[config.mk]
export PLATFORM = sky130hd
export DESIGN_NAME = ccff_bitstream_loader
export DESIGN_NICKNAME = d
export VERILOG_FILES = /design/src/rtl/ccff_pkg.sv /design/src/rtl/ccff_byte_serializer.sv /design/src/rtl/ccff_bitstream_loader.sv
export SDC_FILE = /design/constraint.sdc
export NUM_CORES = 1
export LEC_CHECK = 0
export CAP_MARGIN = 20
export CORE_MARGIN = 5
export CORE_UTILIZATION = 45
export DETAILED_ROUTE_END_ITERATION = 16
export PLACE_DENSITY = 0.67
export SKIP_CTS_REPAIR_TIMING = 1
export SLEW_MARGIN = 0
export SYNTH_ARGS = -nofsm -noshare
export SYNTH_HDL_FRONTEND = slang
export SYNTH_HIERARCHICAL = 1
export SYNTH_SLANG_ARGS = --single-unit
[constraint.sdc]
create_clock -name prog_clk -period 2.15 [get_ports prog_clk]
set_input_delay 0.43 -clock prog_clk [delete_from_list [all_inputs] [get_ports prog_clk]]
set_output_delay 0.43 -clock prog_clk [all_outputs]
set_load 0.01 [all_outputs]
[src/rtl/ccff_pkg.sv]
// ccff_pkg: FSM encoding, chain marker bit and byte-count helper shared by the CCFF loader files.
package ccff_pkg;
  typedef enum logic [2:0] {IDLE, FETCH, SHIFT, DONE, ERR} ccff_state_e;
  localparam logic CCFF_MARKER = 1'b1;
  function automatic int ccff_num_bytes(input int chain_len);
    return (chain_len + 7) / 8;
  endfunction
endpackage

[src/rtl/ccff_byte_serializer.sv]
// ccff_byte_serializer: 8-bit MSB-first shift register with bit index and last-bit flag.
module ccff_byte_serializer (
  input  logic       prog_clk,
  input  logic       prog_rst_n,
  input  logic       load,
  input  logic       shift,
  input  logic [7:0] data,
  output logic       head,
  output logic       last
);
  logic [7:0] sreg_q, sreg_d;
  logic [2:0] bit_idx_q, bit_idx_d;
  always_comb begin
    sreg_d = load ? data : shift ? {sreg_q[6:0], 1'b0} : sreg_q;
    bit_idx_d = load ? 3'd0 : shift ? bit_idx_q + 3'd1 : bit_idx_q;
  end
  always_ff @(posedge prog_clk or negedge prog_rst_n) begin
    if (!prog_rst_n) begin
      sreg_q <= '0;
      bit_idx_q <= '0;
    end else begin
      sreg_q <= sreg_d;
      bit_idx_q <= bit_idx_d;
    end
  end
  assign head = sreg_q[7];
  assign last = bit_idx_q == 3'd7;
endmodule

[src/rtl/ccff_bitstream_loader.sv]
// ccff_bitstream_loader: serialises a byte stream MSB-first into the CCFF chain, CHAIN_LEN pulses per load.
// Define CCFF_TAIL_CHECK_EN to prepend a marker bit and require it at ccff_tail on the last data pulse.
module ccff_bitstream_loader
  import ccff_pkg::*;
#(
  parameter int CHAIN_LEN = 29,
  parameter int CNT_W = 16
) (
  input  logic       prog_clk,
  input  logic       prog_rst_n,
  input  logic       start,
  input  logic [7:0] byte_data,
  input  logic       byte_valid,
  output logic       byte_ready,
  output logic       ccff_head,
  output logic       ccff_shift_en,
  input  logic       ccff_tail,
  output logic       busy,
  output logic       done,
  output logic       err
);
`ifdef CCFF_TAIL_CHECK_EN
  localparam logic TAIL_CHK = 1'b1;
`else
  localparam logic TAIL_CHK = 1'b0;
`endif
  localparam logic [CNT_W-1:0] LAST_BIT = CNT_W'(CHAIN_LEN - 1);
  localparam logic [CNT_W-1:0] NUM_BYTES = CNT_W'(ccff_num_bytes(CHAIN_LEN));
  ccff_state_e state_q, state_d;
  logic [CNT_W-1:0] bit_cnt_q, bit_cnt_d, byte_cnt_q, byte_cnt_d;
  logic mark_q, mark_d;
  logic load, ser_head, ser_last;
  ccff_byte_serializer u_ser (
    .prog_clk  (prog_clk),
    .prog_rst_n(prog_rst_n),
    .load      (load),
    .shift     (ccff_shift_en && !mark_q),
    .data      (byte_data),
    .head      (ser_head),
    .last      (ser_last)
  );
  always_comb begin
    state_d = state_q;
    bit_cnt_d = bit_cnt_q;
    byte_cnt_d = byte_cnt_q;
    mark_d = mark_q;
    load = 1'b0;
    case (state_q)
      FETCH: if (byte_valid && byte_ready) begin
        load = 1'b1;
        byte_cnt_d = byte_cnt_q + CNT_W'(1);
        state_d = SHIFT;
      end
      SHIFT: if (mark_q) begin
        mark_d = 1'b0;
        state_d = FETCH;
      end else begin
        bit_cnt_d = bit_cnt_q + CNT_W'(1);
        // a marker seen before the last pulse means a short chain; missing on it means a long or broken one
        if (bit_cnt_q == LAST_BIT) state_d = (!TAIL_CHK || ccff_tail) ? DONE : ERR;
        else if (TAIL_CHK && ccff_tail) state_d = ERR;
        else if (ser_last) state_d = FETCH;
      end
      default: if (start) begin
        state_d = TAIL_CHK ? SHIFT : FETCH;
        mark_d = TAIL_CHK;
        bit_cnt_d = '0;
        byte_cnt_d = '0;
      end
    endcase
  end
  always_ff @(posedge prog_clk or negedge prog_rst_n) begin
    if (!prog_rst_n) begin
      state_q <= IDLE;
      bit_cnt_q <= '0;
      byte_cnt_q <= '0;
      mark_q <= 1'b0;
    end else begin
      state_q <= state_d;
      bit_cnt_q <= bit_cnt_d;
      byte_cnt_q <= byte_cnt_d;
      mark_q <= mark_d;
    end
  end
  assign ccff_shift_en = state_q == SHIFT;
  assign ccff_head = ccff_shift_en & (mark_q ? CCFF_MARKER : ser_head);
  assign byte_ready = state_q == FETCH && byte_cnt_q < NUM_BYTES;
  assign busy = state_q == FETCH || state_q == SHIFT;
  assign done = state_q == DONE;
  assign err = state_q == ERR;
endmodule

; ---- Word level (Yosys, flattened, before mapping)
; Index checks and enable logic that the tools add are counted.
[word_totals]
reg_bits = 47
in_bits = 13
out_inout_bits = 6
[op_classes]
addsub = 3
n_lt_le_gt_ge = 1
eq_ne = 9
mux = 20
bitwise_logic = 3
n_reduce_logical = 13
[ops]
columns = operator, n
row1 = $pmux W16 S2, 2
row2 = $mux W16, 3
row3 = $add A16 B1 Y16 const B, 2
row4 = $mux W3, 7
row5 = $eq A16 B5 Y1 const B, 1
row6 = $lt A16 B3 Y1 const B, 1
row7 = $mux W8, 2
row8 = $reduce_and A3 Y1, 3
row9 = $eq A3 B2 Y1 const B, 2
row10 = $eq A3 B3 Y1 const B, 2
row11 = $pmux W3 S2, 1
row12 = $reduce_bool A2 Y1, 3
row13 = $mux W1, 4
row14 = $ne A2 B2 Y1 const B, 2
row15 = $ne A4 B1 Y1 const B, 1
row16 = $add A3 B1 Y3 const B, 1
row17 = $eq A3 B1 Y1 const B, 1
row18 = $logic_and A1 B1 Y1, 3
row19 = $reduce_bool A3 Y1, 1
row20 = $not A1 Y1, 2
row21 = $pmux W1 S2, 1
row22 = $reduce_and A2 Y1, 1
row23 = $and A1 B1 Y1, 1
row24 = $logic_not A1 Y1, 1
row25 = $logic_or A1 B1 Y1, 1

; ---- Longest topological paths before layout
; Gate-level depths: netlist (run 1).
[logic_depth]
depth_word = 6
depth_mapped = 10
depth_no_buf = 7

; ---- Modules after synthesis
; Netlist (run 1), hierarchy kept.
[by_module_without_submodules]
columns = module, instances, cells_each, area_per_inst_um2, seq_area_each_um2
row1 = ccff_bitstream_loader, 1, 169, 1701.6, 850.8
row2 = ccff_byte_serializer, 1, 46, 510.5, 275.3

; ---- Least setup slack after synthesis (run 1)
; OpenSTA, ideal clock, no wires.
[synth_timing]
path_type = reg-to-reg
from = register state_q[0]
to = register bit_cnt_q[15]
setup_ns = 0.077
arrival_ns = 2.117
setup_slack_ns = -0.045
path_stages_with_launch = 8
synth_period_minus_slack_ns = 2.195
cell_sequence = dfrtp_1 inv_1 ha_1 o21bai_4 or4_1 buf_2 or4_1 a21oi_1
[synth_via]
elab_chain_cells = 3
[synth_lines]
columns = element, line
row1 = from (decl), ccff_bitstream_loader.sv:29  ; ccff_state_e state_q, state_d;
row2 = from (signal assigned), ccff_bitstream_loader.sv:79  ; state_q <= state_d;
row3 = $eq A3 B2 Y1 (*), -
row4 = net ccff_shift_en, ccff_bitstream_loader.sv:16  ; output logic ccff_shift_en,
row5 = $ne A2 B2 Y1 (no source line) / $reduce_bool A2 Y1 (equally long branches), -
row6 = $reduce_and A3 Y1 (no source line), -
row7 = to (signal assigned), ccff_bitstream_loader.sv:80  ; bit_cnt_q <= bit_cnt_d;
row8 = to (decl), ccff_bitstream_loader.sv:30  ; logic [CNT_W-1:0] bit_cnt_q, bit_cnt_d, byte_cnt_q, byte_cnt_d;
; The timed path passes the listed nets; every way through them passes the cells marked *.
; A chain may end at the register's enable or synchronous reset.

; ---- Final worst setup path (run 1)
[layout_timing]
from = register byte_cnt_q[13]
to = output port byte_ready
[layout_via]
elab_chain_cells = 2
[layout_lines]
columns = element, line
row1 = from (decl), ccff_bitstream_loader.sv:30
row2 = from (signal assigned), ccff_bitstream_loader.sv:81  ; byte_cnt_q <= byte_cnt_d;
row3 = $lt A16 B3 Y1, ccff_bitstream_loader.sv:87  ; assign byte_ready = state_q == FETCH && byte_cnt_q < NUM_BYTES;
row4 = $logic_and A1 B1 Y1, ccff_bitstream_loader.sv:87
row5 = to (decl), ccff_bitstream_loader.sv:14  ; output logic byte_ready,
; Every way passes these cells.

==> results of run 1 <==
==> report_power, final <==
group | switching, mW | leakage (nW) | internal (mW) | total [mW]
sequential | 0.0861 | 0.608 | 0.985 | 1.07
combinational | 0.543 | 0.591 | 0.600 | 1.14
clock | 0.277 | 0.0681 | 0.461 | 0.739
total | 0.907 | 1.27 | 2.05 | 2.95
==> cells by family (layout without fill, tap and decap cells) <==
kind of cell             after synthesis  in the layout  share of synthesized area (%)
AND/OR/NAND/NOR                       82             82                           20.9
flip-flops                            45             45                           50.9
AO/OA/AOI/OAI                         43             43                           11.9
buffers and inverters                 20             56                           4.52
multiplexers                          10             10                           4.53
adder cells (fa/ha/maj)                9              9                           5.09
XOR/XNOR                               5              5                           1.98
other                                  1              1                          0.170
==> flip-flops by register name, summed over array words and instances, names as in the netlist <==
name / count
state_q: 2
u_ser/bit_idx_q: 3
bit_cnt_q: 16
u_ser/sreg_q: 8
byte_cnt_q: 16
==> layer usage <==
metal  track usage [%]  wire [um]
met1              16.7       1960
met2              24.7       2070
met3              3.36        128
met4              5.57         40
met5                 0          0
==> through the flow <==
stage	setup WS, ns	cells	TNS (ns)
detailed placement	-0.178	306	-1.28
CTS	-0.522	314	-0.901
global route	-0.148	318	-0.172
global placement	-0.140	306	-1.05
finish	-0.0407	318	-0.0407
floorplan	0.0635	215	0
==> area by class of cell <==
cell class | instances | area [um2] | area share [%]
clock buffer | 5 | 68.8 | 2.44
clock inverter | 3 | 65.1 | 2.31
inverter | 10 | 37.5 | 1.33
multi-input combinational | 150 | 1070 | 38.0
sequential | 45 | 1130 | 40.0
tap | 67 | 83.8 | 2.98
timing repair buffer | 38 | 365 | 13.0
==> placed cells by master (no fill, tap or decap), types with 9 or more instances in the layout <==
cell type and n:
inv_1 9, buf_4 17, mux2i_1 10, dfrtp_1 45, o21ai_1 9, and2_1 16
nor2_1 10, nand2_1 18, o21ai_0 13, clkdlybuf4s50_1 12, a21oi_1 9
==> worst max path at each step <==
stage              startpoint            end  slack (ns)
5_1_grt        byte_cnt_q[13]     byte_ready       -0.15
3_5_place_dp   byte_cnt_q[13]     byte_ready       -0.18
3_3_place_gp       byte_valid  byte_cnt_q[0]       -0.14
6_report       byte_cnt_q[13]     byte_ready       -0.04
4_1_cts        byte_cnt_q[13]     byte_ready       -0.52
2_1_floorplan      state_q[0]  bit_cnt_q[15]        0.06
==> qor.txt, run 1 <==
outcome: finished with violations
failing checks: setup timing
Final Util: 59.2%
final count of negative-setup-slack endpoints: 1
cell area after layout: 2820 um2
Reg2Reg Depth: 7
Overflow after GRT: 0
fill cell count: 408
Pwr Total: 2.95 mW
H-tree depth: 2
Die W: 80.1 um
Routed WL: 4.20 mm
Clock Tree Root: clkbuf_8
Iter 0 DRT Violations: 68
initial antenna violation count: 0
worst hold path class: input port to asynchronous set/reset pin
Yosys top cell by area: dfrtp_1
Synth-to-Final Area Change: 27.3%
reg2reg end: bit_cnt_q[11]
die area: 6420 um2
Die H: 80.1 um
number of diodes: 0
Bufs on Longest Clock Path: 2
synth warn: 6
Setup WS post-layout: -0.0407 ns
RSZ-0062 raised after global routing: yes
first-pass GRT wire length: 6.98 mm
syn_area_per_cell: 10.3 um2
worst slew pin tran: 0.564 ns
R2R Setup Slk: 0.06 ns
worst r2r src: state_q[0]
minimum clock period: 2.19 ns
Via density: 5.08
number of distinct library cells after synthesis: 38
Area contributors post-synth: dfrtp_1 (51%), ha_1 (5.1%), and2_1 (4.5%), mux2i_1 (4.5%), nand2_1 (3.1%)
Core ar.: 4750 um2
Hold Fails Final Rpt: 0
Seq/Total Area, Yosys: 50.9%
top cells by count, synth: dfrtp_1 (45), nand2_1 (18), and2_1 (16), o21ai_0 (13), a21oi_1 (11)
slowest cell delay on critical path: 0.56 ns
placed inst area: 2540 um2
WS Path Type: flip-flop to primary output
largest net degree at the start of global routing: 46
post-synthesis async set-or-reset flop share: 100%
Worst-path clk slew: 0.08 ns
fraction of layout cells with a size suffix above 1: 20.3%
cells along the critical path: or4_4, nor4_4, and2_1, clkbuf_2
Crit Path Max Fanout: 2
TritonCTS buffer count: 5
Vias: 1614
EDFF count, synth: 0
worst-skew pair later-pin latency: 0.29 ns
Critical Path RT: 1.72 ns
standard-cell rows: 25
FMAX: 456 MHz
Buf/Inv on CP: 1
hold slack final: 0.207 ns
Clock Sinks: 45
worst IR drop on VDD: 0.597 mV
Post-route DRC: 0
Slew Limit Headroom: 62.4%
Initial Util: 46.5%
cell with the most instances after synthesis: dfrtp_1
syn_nets: 237
post-synthesis instance area: 2210 um2
CP Launch Type: flip-flop
vias in the first global route: 1605
Total GRT Usage: 14.1%
slowest library cell on the worst path: or4_4
CP delay by family, top: simple AND/OR/NAND/NOR gates
first-pass detailed-route iteration total: 4
Setup crit end kind: primary output
#FFs+latches synth: 45
Boundary Pins: 19
Pleak: 1.27 nW
Tcrit/Tclk final: 102%
number of max-cap violations: 0
routed len/inst: 13.2 um
Setup Skew: 0.00478 ns
gp weighted congestion: 0.754
HPWL Detailed: 2.88 mm
top-area cell type share of the netlist area: 50.9%
CTS tree: built
DRT antenna net count: 0
Syn Inst Count: 215
main flop type after synthesis: dfrtp_1
CP Depth: 4
Arr. time, crit path: 1.76 ns
power per cell area: 1050 nW/um2
buffers added on ports: 16
Max Slew Vio Count: 0
nets: 272
Power figures use the tool's default switching activity.
==> inputs of run 2 (changes only) <==
--- a/config.mk
+++ b/config.mk
@@ -7,9 +7,9 @@
 export LEC_CHECK = 0
 export CAP_MARGIN = 20
 export CORE_MARGIN = 5
-export CORE_UTILIZATION = 45
+export CORE_UTILIZATION = 51
 export DETAILED_ROUTE_END_ITERATION = 16
-export PLACE_DENSITY = 0.67
+export PLACE_DENSITY = 0.75
 export SKIP_CTS_REPAIR_TIMING = 1
 export SLEW_MARGIN = 0
 export SYNTH_ARGS = -nofsm -noshare
==> run 2 against run 1 <==
Net effect:
- the flow still finishes with violations (setup timing)
- clock-buffer cell count up 1
- sequential power about the same
- worst setup slack better by 0.016 ns
- worst hold slack better by 0.0013 ns
- clock skew down 0.0014 ns
- core utilization up 4.5 points
- clock power down 28%
- critical path depth unchanged
- global-route usage up 2.6 points
- routed wire length up 1.1%
==> qor.txt, run 2 (same netlist as run 1, synthesis figures left out) <==
worst IR drop on VDD: 0.742 mV (was 0.597 mV)
Overflow after GRT: 0 (unchanged)
Arr. time, crit path: 1.74 ns (was 1.76 ns)
cells along the critical path: or4_4, nor4_4, and2_1, clkbuf_2 (unchanged)
number of diodes: 0 (unchanged)
Setup crit end kind: primary output (unchanged)
TritonCTS buffer count: 5 (unchanged)
Pwr Total: 2.72 mW (was 2.95 mW)
Routed WL: 4.24 mm (was 4.20 mm)
H-tree depth: 2 (unchanged)
met3 wire len: 118 um (was 128 um)
first-pass detailed-route iteration total: 4 (unchanged)
routed len/inst: 14.0 um (was 13.2 um)
vias in the first global route: 1672 (was 1605)
Die H: 75.9 um (was 80.1 um)
HPWL Detailed: 2.91 mm (was 2.88 mm)
pre-CTS setup slack: -0.169 ns (was -0.178 ns)
power per cell area: 993 nW/um2 (was 1050 nW/um2)
Slew Limit Headroom: 61.8% (was 62.4%)
Crit Path Max Fanout: 2 (unchanged)
fraction of layout cells with a size suffix above 1: 20.3% (unchanged)
Met1 Wirelength: 1.98 mm (was 1.96 mm)
Core ar.: 4290 um2 (was 4750 um2)
failing checks: setup timing (unchanged)
buffers added on ports: 16 (unchanged)
Comb pwr share: 41.0% (was 38.7%)
Synth-to-Final Area Change: 23.6% (was 27.3%)
Die W: 75.9 um (was 80.1 um)
worst-skew pair later-pin latency: 0.29 ns (about the same)
CP Launch Type: flip-flop (unchanged)
cell area after layout: 2730 um2 (was 2820 um2)
Setup WS post-layout: -0.0245 ns (was -0.0407 ns)
Setup Skew: 0.00338 ns (was 0.00478 ns)
Iter 0 DRT Violations: 63 (was 68)
P_sw: 0.905 mW (was 0.907 mW)
Clk pwr share: 19.5% (was 25.0%)
largest net degree at the start of global routing: 46 (unchanged)
CTS tree: built (unchanged)
gp weighted congestion: 0.819 (was 0.754)
initial antenna violation count: 0 (unchanged)
fin cells: 303 (was 318)
Max Slew Vio Count: 0 (unchanged)
CP delay by family, top: simple AND/OR/NAND/NOR gates (unchanged)
worst hold path class: input port to asynchronous set/reset pin (unchanged)
WS Path Type: flip-flop to primary output (unchanged)
Vias: 1621 (was 1614)
Pleak: 1.25 nW (was 1.27 nW)
Sw Ratio: 33.3% (was 30.7%)
outcome: finished with violations (unchanged)
sequential power share: 39.5% (was 36.3%)
Total GRT Usage: 16.7% (was 14.1%)
Boundary Pins: 19 (unchanged)
most frequent cells in the layout: dfrtp_1 (45), buf_4 (21), nand2_1 (18) (was dfrtp_1 (45), nand2_1 (18), buf_4 (17))
RSZ-0062 raised after global routing: yes (unchanged)
slowest library cell on the worst path: or4_4 (unchanged)
number of max-cap violations: 0 (unchanged)
worst slew pin tran: 0.573 ns (was 0.564 ns)
Clock Tree Root: clkbuf_8 (unchanged)
Initial Util: 51.5% (was 46.5%)
commonest non-fill, non-tap cell in the layout: dfrtp_1 (unchanged)
DRT antenna net count: 0 (unchanged)
final count of negative-setup-slack endpoints: 1 (unchanged)
met2 wire len: 2.06 mm (was 2.07 mm)
FMAX: 460 MHz (was 456 MHz)
die area: 5750 um2 (was 6420 um2)
dpl cells: 294 (was 306)
Final Util: 63.7% (was 59.2%)
max layer used: met4 (unchanged)
placed inst area: 2540 um2 (about the same)
Post-route DRC: 0 (unchanged)
standard-cell rows: 24 (was 25)
internal power: 1.81 mW (was 2.05 mW)
Tcrit/Tclk final: 101% (was 102%)
nets: 273 (was 272)
Bufs on Longest Clock Path: 2 (unchanged)
first-pass GRT wire length: 7.21 mm (was 6.98 mm)
Critical Path RT: 1.72 ns (about the same)
slowest cell delay on critical path: 0.56 ns (about the same)
top flop regs: bit_cnt_q (16), byte_cnt_q (16), u_ser/sreg_q (8) (unchanged)
Buf/Inv on CP: 1 (unchanged)
Via density: 5.35 (was 5.08)
Worst-path clk slew: 0.08 ns (about the same)
minimum clock period: 2.17 ns (was 2.19 ns)
Clock Sinks: 45 (unchanged)
Hold Fails Final Rpt: 0 (unchanged)
-- run 2: cell types whose count changed in the layout (fill, tap and decap cells not counted), sizes merged --
cell	previous run	this run
clkinvlp	0	1
buf	22	23
clkinv	1	0
clkdlybuf4s50	12	11
clkbuf	7	8
bufinv	2	0
dlymetal6s2s	2	3
-- run 2: metrics by stage --
stage	setup TNS, ns	hold slack (ns)
2_1_floorplan	0	0.134
3_3_place_gp	-1.09	0.460
5_1_grt	-0.162	0.257
4_1_cts	-0.858	0.232
6_report	-0.0245	0.208
3_5_place_dp	-1.55	0.463
-- run 2: cell type report --
| type | instances | area [um2] |
|---|---|---|
| timing repair buffer | 39 | 360 |
| fill | 354 | 1560 |
| tap | 52 | 65.1 |
| inverter | 10 | 37.5 |
| multi-input combinational | 150 | 1050 |
| clock buffer | 6 | 82.6 |
| sequential | 45 | 1130 |
| clock inverter | 1 | 7.51 |
-- run 2: power by group through the flow --
stage | sequential, mW | combinational (mW) | clock [mW]
5_1_grt | 1.09 | 1.26 | 0.579
2_1_floorplan | 1.07 | 0.657 | 0
3_3_place_gp | 1.08 | 1.01 | 0
6_report | 1.07 | 1.11 | 0.530
4_1_cts | 1.07 | 1.04 | 0.549
3_5_place_dp | 1.08 | 1.04 | 0
-- run 2: layer usage --
| layer | vias to the layer above | global-route usage [%] |
|---|---|---|
| li1 | 823 | - |
| met4 | 0 | 6.60 |
| met1 | 773 | 21.3 |
| met2 | 17 | 27.5 |
| met5 | - | 0 |
| met3 | 8 | 3.96 |
-- run 2: final timing paths --
path,from,endpoint,slack (ns),cells after the start
max,byte_cnt_q[13],byte_ready,-0.02,4
min,prog_rst_n,bit_cnt_q[8],0.21,2
max reg2reg,state_q[0],bit_cnt_q[7],0.04,7
min reg2reg,byte_cnt_q[6],byte_cnt_q[6],0.48,1
max in group asynchronous,prog_rst_n,bit_cnt_q[4],1.55,2
min in group prog_clk,byte_cnt_q[6],byte_cnt_q[6],0.48,1
==> inputs of run 3 (changes only) <==
--- a/config.mk
+++ b/config.mk
@@ -6,12 +6,13 @@
 export NUM_CORES = 1
 export LEC_CHECK = 0
 export CAP_MARGIN = 20
+export CORE_ASPECT_RATIO = 1.5
 export CORE_MARGIN = 5
 export CORE_UTILIZATION = 51
 export DETAILED_ROUTE_END_ITERATION = 16
 export PLACE_DENSITY = 0.75
 export SKIP_CTS_REPAIR_TIMING = 1
-export SLEW_MARGIN = 0
+export SLEW_MARGIN = 20
 export SYNTH_ARGS = -nofsm -noshare
 export SYNTH_HDL_FRONTEND = slang
 export SYNTH_HIERARCHICAL = 1
==> run 3 against run 2 <==
Net effect:
- the run still ends with setup timing left
- flip-flop and latch count did not move
- worst setup slack lost 0.052 ns
- sequential power is essentially flat
- register-to-register slack about the same
- worst hold slack got worse by 0.11 ns
- die area increased by 0.47%
- largest cell class unchanged
- via count grew 3.3%
- non-clock buffer count stayed put
- total power grew 0.86%
- cell area is 0.64% lower
- largest power group unchanged
- sequential share of layout area rose by 0.27 points
- clock skew rose by 0.0072 ns
- critical path type unchanged
==> qor.txt, run 3 (same netlist as run 1, synthesis figures left out) <==
outcome: finished with violations (unchanged)
failing checks: setup timing (unchanged)
Synth-to-Final Area Change: 22.8% (was 23.6%)
power per cell area: 1010 nW/um2 (was 993 nW/um2)
dpl cells: 289 (was 294)
initial antenna violation count: 0 (unchanged)
nets: 273 (unchanged)
most frequent cells in the layout: dfrtp_1 (45), buf_4 (21), nand2_1 (18) (unchanged)
gp weighted congestion: 0.809 (was 0.819)
buffers added on ports: 16 (unchanged)
Setup crit end kind: primary output (unchanged)
Crit Path Max Fanout: 2 (unchanged)
Arr. time, crit path: 1.80 ns (was 1.74 ns)
minimum clock period: 2.23 ns (was 2.17 ns)
slowest cell delay on critical path: 0.56 ns (about the same)
Critical Path RT: 1.72 ns (about the same)
Die W: 63.8 um (was 75.9 um)
number of max-cap violations: 0 (unchanged)
worst slew pin tran: 0.566 ns (was 0.573 ns)
Boundary Pins: 19 (unchanged)
Total GRT Usage: 16.3% (was 16.7%)
Initial Util: 52.6% (was 51.5%)
Setup Skew: 0.0106 ns (was 0.00338 ns)
Clock Sinks: 45 (unchanged)
pre-CTS setup slack: -0.208 ns (was -0.169 ns)
fraction of layout cells with a size suffix above 1: 20.2% (was 20.3%)
first-pass detailed-route iteration total: 4 (unchanged)
Iter 0 DRT Violations: 136 (was 63)
Routed WL: 4.35 mm (was 4.24 mm)
Overflow after GRT: 0 (unchanged)
Pwr Total: 2.74 mW (was 2.72 mW)
setup_tns: -0.0760 ns (was -0.0245 ns)
CP Launch Type: flip-flop (unchanged)
WS Path Type: flip-flop to primary output (unchanged)
commonest non-fill, non-tap cell in the layout: dfrtp_1 (unchanged)
DRT antenna net count: 0 (unchanged)
routed len/inst: 14.6 um (was 14.0 um)
RSZ-0062 raised after global routing: yes (unchanged)
fin cells: 298 (was 303)
CTS tree: built (unchanged)
Tcrit/Tclk final: 104% (was 101%)
Worst-path clk slew: 0.09 ns (was 0.08 ns)
Post-route DRC: 0 (unchanged)
Clock Tree Root: clkbuf_8 (unchanged)
hold slack final: 0.0953 ns (was 0.208 ns)
vias in the first global route: 1674 (was 1672)
final count of negative-setup-slack endpoints: 1 (unchanged)
H-tree depth: 2 (unchanged)
standard-cell rows: 29 (was 24)
Slew Limit Headroom: 62.3% (was 61.8%)
Bufs on Longest Clock Path: 2 (unchanged)
Die H: 90.7 um (was 75.9 um)
Pleak: 1.25 nW (about the same)
Via density: 5.62 (was 5.35)
largest net degree at the start of global routing: 26 (was 46)
TritonCTS buffer count: 5 (unchanged)
worst IR drop on VDD: 0.623 mV (was 0.742 mV)
HPWL Detailed: 3.16 mm (was 2.91 mm)
die area: 5780 um2 (was 5750 um2)
FMAX: 449 MHz (was 460 MHz)
slowest library cell on the worst path: or4_4 (unchanged)
Setup WS post-layout: -0.0760 ns (was -0.0245 ns)
Core ar.: 4210 um2 (was 4290 um2)
cells along the critical path: or4_4, nor4_4, and2_1, clkbuf_2 (unchanged)
Hold Fails Final Rpt: 0 (unchanged)
first-pass GRT wire length: 7.52 mm (was 7.21 mm)
number of diodes: 0 (unchanged)
Vias: 1674 (was 1621)
worst-skew pair later-pin latency: 0.31 ns (was 0.29 ns)
Max Slew Vio Count: 0 (unchanged)
worst hold path class: input port to asynchronous set/reset pin (unchanged)
top flop regs: bit_cnt_q (16), byte_cnt_q (16), u_ser/sreg_q (8) (unchanged)
run 3: cell types whose count changed in the layout (fill, tap and decap cells not counted):
cell and delta:
a21oi_1 +2, o21ai_0 +1, o21ai_2 +2, buf_6 +1, clkbuf_16 -1, inv_6 +1
clkinv_4 +1, a21oi_2 -2, inv_2 -1, clkbuf_8 -1, inv_1 +1, o21ai_1 -3
run 3: cell type report:
class,count,area [um2]
clock buffer,5,68.8
clock inverter,3,25.0
fill,329,1490
inverter,10,37.5
multi-input combinational,150,1050
sequential,45,1130
tap,46,57.6
timing repair buffer,39,347
run 3: per-stage QoR:
step	cell area [um2]	utilization (%)
floorplan	2220	-
global placement	2540	60.5
detailed placement	2540	60.5
CTS	2640	62.7
global route	2720	64.5
finish	2720	64.5
run 3: final timing paths:
kind / startpoint / end / slack, ns / cells past startpoint
setup / recovery: byte_cnt_q[13] / byte_ready / -0.08 / 4
hold / removal: prog_rst_n / bit_cnt_q[7] / 0.1 / 1
setup reg to reg: state_q[0] / bit_cnt_q[15] / 0.03 / 6
hold reg to reg: byte_cnt_q[15] / byte_cnt_q[15] / 0.48 / 1
max in group asynchronous: prog_rst_n / byte_cnt_q[5] / 1.48 / 2
min in group prog_clk: byte_cnt_q[15] / byte_cnt_q[15] / 0.48 / 1
run 3: power by group:
part / switching, mW / leakage [nW] / internal (mW)
Clock: 0.312 / 0.0447 / 0.235
Sequential: 0.0850 / 0.608 / 0.985
Combinational: 0.555 / 0.596 / 0.568
run 3: worst max-delay path, delay by kind of cell (launching register included):
| family | cells | cell delay (ns) |
|---|---|---|
| DFF | 1 | 0.39 |
| and+or+nand+nor | 3 | 0.97 |
| buffers and inverters | 1 | 0.13 |
run 3: layer usage:
layer	up-vias	GRT usage (%)	share of wire [%]
li1	817	-	-
met1	800	19.2	42
met2	42	27.5	50
met3	15	3.74	4.3
met4	0	7.63	3.2
met5	-	0	0
